**config.mk**
```make
export PLATFORM = sky130hd
export DESIGN_NAME = wr_completion_responder
export DESIGN_NICKNAME = d
export VERILOG_FILES = /design/src/rtl/wr_resp_pkg.sv /design/src/rtl/wr_completion_responder_rr_arbiter.sv /design/src/rtl/wr_completion_responder.sv
export SDC_FILE = /design/constraint.sdc
export NUM_CORES = 2
export LEC_CHECK = 0
export CORE_AREA = 2 2 448 450
export CTS_CLUSTER_DIAMETER = 100
export DETAILED_ROUTE_END_ITERATION = 7
export DIE_AREA = 0 0 450 452
export SKIP_CTS_REPAIR_TIMING = 1
export SYNTH_ARGS = -nofsm -noshare
export SYNTH_HDL_FRONTEND = slang
export SYNTH_HIERARCHICAL = 1
export SYNTH_SLANG_ARGS = --single-unit
export TNS_END_PERCENT = 10
```
**constraint.sdc**
```tcl
create_clock -name clk -period 4.88 [get_ports clk]
set_clock_uncertainty 0.15 [all_clocks]
set_input_delay 0.488 -clock clk [delete_from_list [all_inputs] [get_ports clk]]
set_output_delay 0.488 -clock clk [all_outputs]
set_load 0.01 [all_outputs]
```
**src/rtl/wr_resp_pkg.sv**
```systemverilog
// wr_resp_pkg: shared defaults, LFSR seed/polynomial and step function for the write completion responder.
package wr_resp_pkg;
   localparam int TAG_WIDTH_DEF   = 6;
   localparam int ADDR_WIDTH_DEF  = 58;
   localparam int DATA_WIDTH_DEF  = 512;
   localparam int SLOT_BITS_DEF   = 4;
   localparam int BASE_LAT_DEF    = 4;
   localparam int JITTER_BITS_DEF = 3;
   localparam logic [15:0] LFSR_SEED = 16'hACE1;
   // Right-shifting Galois form of x^16+x^14+x^13+x^11+1
   localparam logic [15:0] LFSR_POLY = 16'hB400;
   function automatic logic [15:0] lfsr_next(input logic [15:0] s);
      return s[0] ? ((s >> 1) ^ LFSR_POLY) : (s >> 1);
   endfunction
endpackage

```
**src/rtl/wr_completion_responder_rr_arbiter.sv**
```systemverilog
// rr_arbiter: one-hot round-robin grant over the slot request vector, search starting after the last grant.
module rr_arbiter
   import wr_resp_pkg::*;
#(
   parameter int SLOT_BITS = SLOT_BITS_DEF
) (
   input  logic                        clk,
   input  logic                        rst_n,
   input  logic [(1<<SLOT_BITS)-1:0]   req,
   output logic [(1<<SLOT_BITS)-1:0]   gnt,
   output logic                        gnt_valid
);
   localparam int N = 1 << SLOT_BITS;
   logic [SLOT_BITS-1:0] ptr_q, ptr_d, idx;
   always_comb begin
      gnt = '0;
      gnt_valid = 1'b0;
      ptr_d = ptr_q;
      idx = '0;
      for (int i = 0; i < N; i++) begin
         idx = ptr_q + SLOT_BITS'(i);
         if (!gnt_valid && req[idx]) begin
            gnt_valid = 1'b1;
            gnt[idx] = 1'b1;
            ptr_d = idx + SLOT_BITS'(1);
         end
      end
   end
   always_ff @(posedge clk) begin
      if (!rst_n) ptr_q <= '0;
      else ptr_q <= ptr_d;
   end
endmodule

```
**src/rtl/wr_completion_responder.sv**
```systemverilog
// wr_completion_responder: accepts writes into delay slots, issues the backing-store write, returns completions.
// Define WR_RESP_REORDER_EN to add LFSR jitter to each slot delay (completions may then reorder).
module wr_completion_responder
   import wr_resp_pkg::*;
#(
   parameter int TAG_WIDTH   = TAG_WIDTH_DEF,
   parameter int ADDR_WIDTH  = ADDR_WIDTH_DEF,
   parameter int DATA_WIDTH  = DATA_WIDTH_DEF,
   parameter int SLOT_BITS   = SLOT_BITS_DEF,
   parameter int BASE_LAT    = BASE_LAT_DEF,
   parameter int JITTER_BITS = JITTER_BITS_DEF
) (
   input  logic                  clk,
   input  logic                  rst_n,
   input  logic [ADDR_WIDTH-1:0] req_addr,
   input  logic [TAG_WIDTH-1:0]  req_tag,
   input  logic [DATA_WIDTH-1:0] req_data,
   input  logic                  req_valid,
   output logic                  req_ready,
   output logic                  mem_we,
   output logic [ADDR_WIDTH-1:0] mem_addr,
   output logic [DATA_WIDTH-1:0] mem_data,
   output logic [TAG_WIDTH-1:0]  rsp_tag,
   output logic                  rsp_valid,
   output logic [SLOT_BITS:0]    outstanding
);
   localparam int NS = 1 << SLOT_BITS;
   localparam int CW = $clog2(BASE_LAT + (1 << JITTER_BITS));
   // The acceptance cycle is the first delay cycle, so grant lands BASE_LAT cycles after acceptance
   localparam logic [CW-1:0] LOAD = CW'(BASE_LAT - 1);
   logic [NS-1:0] occ_q, occ_d, elig, gnt;
   logic [CW-1:0] cnt_q [NS];
   logic [CW-1:0] cnt_d [NS];
   logic [TAG_WIDTH-1:0] tag_q [NS];
   logic [TAG_WIDTH-1:0] tag_d [NS];
   logic [SLOT_BITS:0] out_q, out_d;
   logic mem_we_q, mem_we_d, rsp_valid_q, rsp_valid_d, gnt_valid, accept;
   logic [ADDR_WIDTH-1:0] mem_addr_q, mem_addr_d;
   logic [DATA_WIDTH-1:0] mem_data_q, mem_data_d;
   logic [TAG_WIDTH-1:0] rsp_tag_q, rsp_tag_d, gnt_tag;
   logic [SLOT_BITS-1:0] free_idx;
   logic [CW-1:0] jit;
`ifdef WR_RESP_REORDER_EN
   logic [15:0] lfsr_q, lfsr_d;
   always_comb lfsr_d = accept ? lfsr_next(lfsr_q) : lfsr_q;
   always_ff @(posedge clk) begin
      if (!rst_n) lfsr_q <= LFSR_SEED;
      else lfsr_q <= lfsr_d;
   end
   assign jit = CW'(lfsr_q[JITTER_BITS-1:0]);
`else
   assign jit = '0;
`endif
   // outstanding never exceeds NS, so its MSB alone flags "full"
   assign req_ready = !out_q[SLOT_BITS];
   assign accept = req_valid && req_ready;
   always_comb begin
      free_idx = '0;
      elig = '0;
      for (int i = NS - 1; i >= 0; i--) begin
         if (!occ_q[i]) free_idx = SLOT_BITS'(i);
         elig[i] = occ_q[i] && cnt_q[i] == '0;
      end
   end
   rr_arbiter #(.SLOT_BITS(SLOT_BITS)) u_arb (
      .clk      (clk),
      .rst_n    (rst_n),
      .req      (elig),
      .gnt      (gnt),
      .gnt_valid(gnt_valid)
   );
   always_comb begin
      occ_d = occ_q & ~gnt;
      cnt_d = cnt_q;
      tag_d = tag_q;
      gnt_tag = '0;
      for (int i = 0; i < NS; i++) begin
         if (cnt_q[i] != '0) cnt_d[i] = cnt_q[i] - CW'(1);
         if (gnt[i]) gnt_tag = tag_q[i];
      end
      if (accept) begin
         occ_d[free_idx] = 1'b1;
         cnt_d[free_idx] = LOAD + jit;
         tag_d[free_idx] = req_tag;
      end
      out_d = out_q + (SLOT_BITS+1)'(accept) - (SLOT_BITS+1)'(gnt_valid);
      mem_we_d = accept;
      mem_addr_d = accept ? req_addr : mem_addr_q;
      mem_data_d = accept ? req_data : mem_data_q;
      rsp_valid_d = gnt_valid;
      rsp_tag_d = gnt_tag;
   end
   always_ff @(posedge clk) begin
      if (!rst_n) begin
         occ_q <= '0;
         out_q <= '0;
         mem_we_q <= 1'b0;
         mem_addr_q <= '0;
         mem_data_q <= '0;
         rsp_valid_q <= 1'b0;
         rsp_tag_q <= '0;
         for (int i = 0; i < NS; i++) begin
            cnt_q[i] <= '0;
            tag_q[i] <= '0;
         end
      end else begin
         occ_q <= occ_d;
         out_q <= out_d;
         mem_we_q <= mem_we_d;
         mem_addr_q <= mem_addr_d;
         mem_data_q <= mem_data_d;
         rsp_valid_q <= rsp_valid_d;
         rsp_tag_q <= rsp_tag_d;
         cnt_q <= cnt_d;
         tag_q <= tag_d;
      end
   end
   assign mem_we = mem_we_q;
   assign mem_addr = mem_addr_q;
   assign mem_data = mem_data_q;
   assign rsp_valid = rsp_valid_q;
   assign rsp_tag = rsp_tag_q;
   assign outstanding = out_q;
endmodule
```
==> results_dict.tcl <==
set metrics [dict create \
    finalSetupTns_ps -1070 \
    critPathLaunch "cnt_q[17]" \
    hp-class "in2reg" \
    num_rows 164 \
    internal-power_mw 15.5 \
    crit_required_ps 5400 \
    synth-seq-cells 763 \
    synth_top_cell_by_area "dfxtp_1" \
    io_buffers 1162 \
    slew_headroom 0.138 \
    ys_seq_area_frac 0.448 \
    top_layer "met5" \
    tightest_slew_ps 1290 \
    p_sw_frac 0.343 \
    path_cells "inv_2, ha_4, nor3b_2, and2_4, buf_4, mux4_2, mux4_2, nor4b_4, buf_4, buf_4, nand4_1, o32ai_2, buf_4, a211oi_1, nand3_1, a211o_1, buf_12, nand2_1, o211ai_1, a21oi_2, nor4_4, buf_4, o2111ai_2, nand2_1" \
    htreeDepth 3 \
    slowest_delay_ps 560 \
    wl_mm 210 \
    seqCellArea_um2 15300 \
    multi_input_area_um2 17800 \
    combPwrFrac 0.346 \
    dr.pass1.iters 6 \
    total_power_mw 23.6 \
    async_flop_share 0 \
    drc 0 \
    synth_common_cells "1363 x nand2_1, 763 x dfxtp_1, 595 x a21boi_0" \
    syn_inst 4131 \
    n_fill_cell 21300 \
    syn_avg_cell_area_um2 8.26 \
    crit_path_end_kind "register" \
    synthDistinctLibCells 86 \
    die_area_um2 203000 \
    final_max_slew_viol_count 0 \
    clock_latency_ps 740 \
    setup.worst_path.start_class "register" \
    synth.area.mux_share 0.0536 \
    slowest_stage "mux4_2" \
    clock_path_buffers 3 \
    grt_pass1_vias 35100 \
    p_seq_frac 0.324 \
    synth_area_leaders "dfxtp_1 45%, nand2_1 15%, a21boi_0 13%" \
    drt_iter0_markers 3212 \
    die_w_um 450 \
    cts_buffers 98 \
    grt.total_usage 0.197 \
    p_switching_mw 8.10 \
    hp-start "rst_n" \
    ioPinCount 1163 \
    yosys.area_share.simple 0.228 \
    dp_slack_ps -829 \
    yosysMostFrequentCell "nand2_1" \
    min_period_over_period 1.04 \
    post-route-min-period_ps 5090 \
    hpwl_mm 167 \
    violations "antenna violations, negative setup slack" \
    start_util 0.172 \
    hold_viol_final 0 \
    wl_met1_mm 84.0 \
    crit_arrival_ps 5610 \
    grt_pass1_wl_mm 286 \
    max_freq_mhz 196 \
    clk_pin_slew_ps 60 \
    whs_ps 110 \
    synth_ff_type "dfxtp_1" \
    yosysWarningCount 6 \
    synth-compound-area-share 0.194 \
    drive_gt1_frac 0.138 \
    area_delta_synth_final_pct 61.9 \
    rsz0062_at_grt "yes" \
    met2WireLength_mm 103 \
    cts.sinks 763 \
    crit_top_cell "buf_4" \
    grt_max_degree 234 \
    leakage_nw 20.3 \
    root_buffer "clkbuf_16" \
    synth_fp_nets 4745 \
    core_um2 199000 \
    synthXorXnorAreaFrac 0.0190 \
    dr_total_vias 36300 \
    worstSetupPathType "reg2reg" \
    dr_wl_met3_mm 16.2 \
    wl_per_cell_um 25.4 \
    clockPowerShare 0.330 \
    critPathMaxFanout 13 \
    synthAdderAreaFrac 0.0131 \
    synth_top_area_frac 0.448 \
    fin_nets 6097 \
    fin_ws_ps -211 \
    syn_area_um2 34100 \
    via_per_inst 4.40 \
    synth-edff-count 0 \
    overflow 0 \
    status "complete, but fails checks" \
    max_cap_viol_count 0 \
    drtAntennaViolNets 1 \
    synth_top_family_by_area "simple AND/OR/NAND/NOR gates" \
    grt_antenna_before_repair 88 \
    finalSetupViolCount 7 \
    reg2reg_from "cnt_q[17]" \
    gp_congestion 0.963 \
    pwr_density_cell_nw_per_um2 427 \
    dieHeight_um 452 \
    vdd_drop_max_v 0.000294 \
    cts_tree "yes" \
]
logic make-up after synthesis:
family                   Yosys count
buffers and inverters            386
XOR/XNOR                          74
AO/OA/AOI/OAI                    906
flip-flops                       763
multiplexers                     143
adder cells (fa/ha/maj)           35
AND/OR/NAND/NOR                 1824
worst paths after layout:
path / endpoint / slack, ps / cells past startpoint
worst min-delay path: tag_q[69] / 110 / 3
worst max-delay path: rsp_tag[0] / -210 / 24
worst min register to register: tag_q[80] / 310 / 2
worst max register to register: rsp_tag[0] / -210 / 24
flip-flops by register name, summed over array words and instances, names as in the netlist:
signal	cells
mem_data	512
tag_q	96
cnt_q	64
mem_addr	58
occ_q	16
rsp_tag	6
outstanding	5
u_arb/ptr_q	4
mem_we	1
rsp_valid	1
layout by cell type, fill, tap and decap left out, drive strengths merged, types with 27 or more instances in the layout:
cell type      count
mux4              31
nand4             32
nor3              83
clkdlybuf4s50   1161
nor2              86
diode             32
o21ai             68
mux2i            104
a21boi           596
clkinv            27
ha                34
clkbuf           135
xnor2             62
nand2           1363
nor2b             33
inv               86
a21oi             63
dfxtp            763
nand3             71
buf              402
critical path: cells and delay by family, from the launching register on:
family / cells / cell delay (ps)
AND/OR/NAND/NOR: 8 / 1490
multiplexers: 2 / 1050
buffers and inverters: 7 / 970
AO/OA/AOI/OAI: 6 / 870
flip-flops: 1 / 330
adder cells (fa/ha/maj): 1 / 150
power groups by stage:
stage | sequential, mW | combinational [mW] | clock, mW
6_report | 7.65 | 8.16 | 7.78
5_1_grt | 7.74 | 8.76 | 8.25
4_1_cts | 7.60 | 7.98 | 8.01
3_3_place_gp | 7.70 | 7.87 | 0
2_1_floorplan | 7.94 | 3.27 | 0
3_5_place_dp | 7.72 | 7.94 | 0
metrics by stage:
step / instance area (um2) / util / cells
CTS: 54500 / 0.274 / 8207
floorplan: 34200 / - / 4131
finish: 55200 / 0.278 / 8257
detailed placement: 51000 / 0.257 / 8021
global route: 55200 / 0.278 / 8233
global placement: 51000 / 0.257 / 8021
final cells by class:
cell class              count  share of cell area
multi-input cells        2982               0.323
flip-flops and latches    763               0.277
repair buffers           1563               0.270
well taps                2656              0.0602
clock buffers             135              0.0504
clock inverters            51              0.0122
inverters                  75             0.00523
diodes                     32             0.00145
per-layer routing:
metal / vias to the layer above / track usage
li1: 16700 / -
met1: 17700 / 0.238
met2: 1527 / 0.343
met3: 360 / 0.0533
met4: 36 / 0.0513
met5: - / 0
No activity file was read; power rests on OpenSTA's default activity.
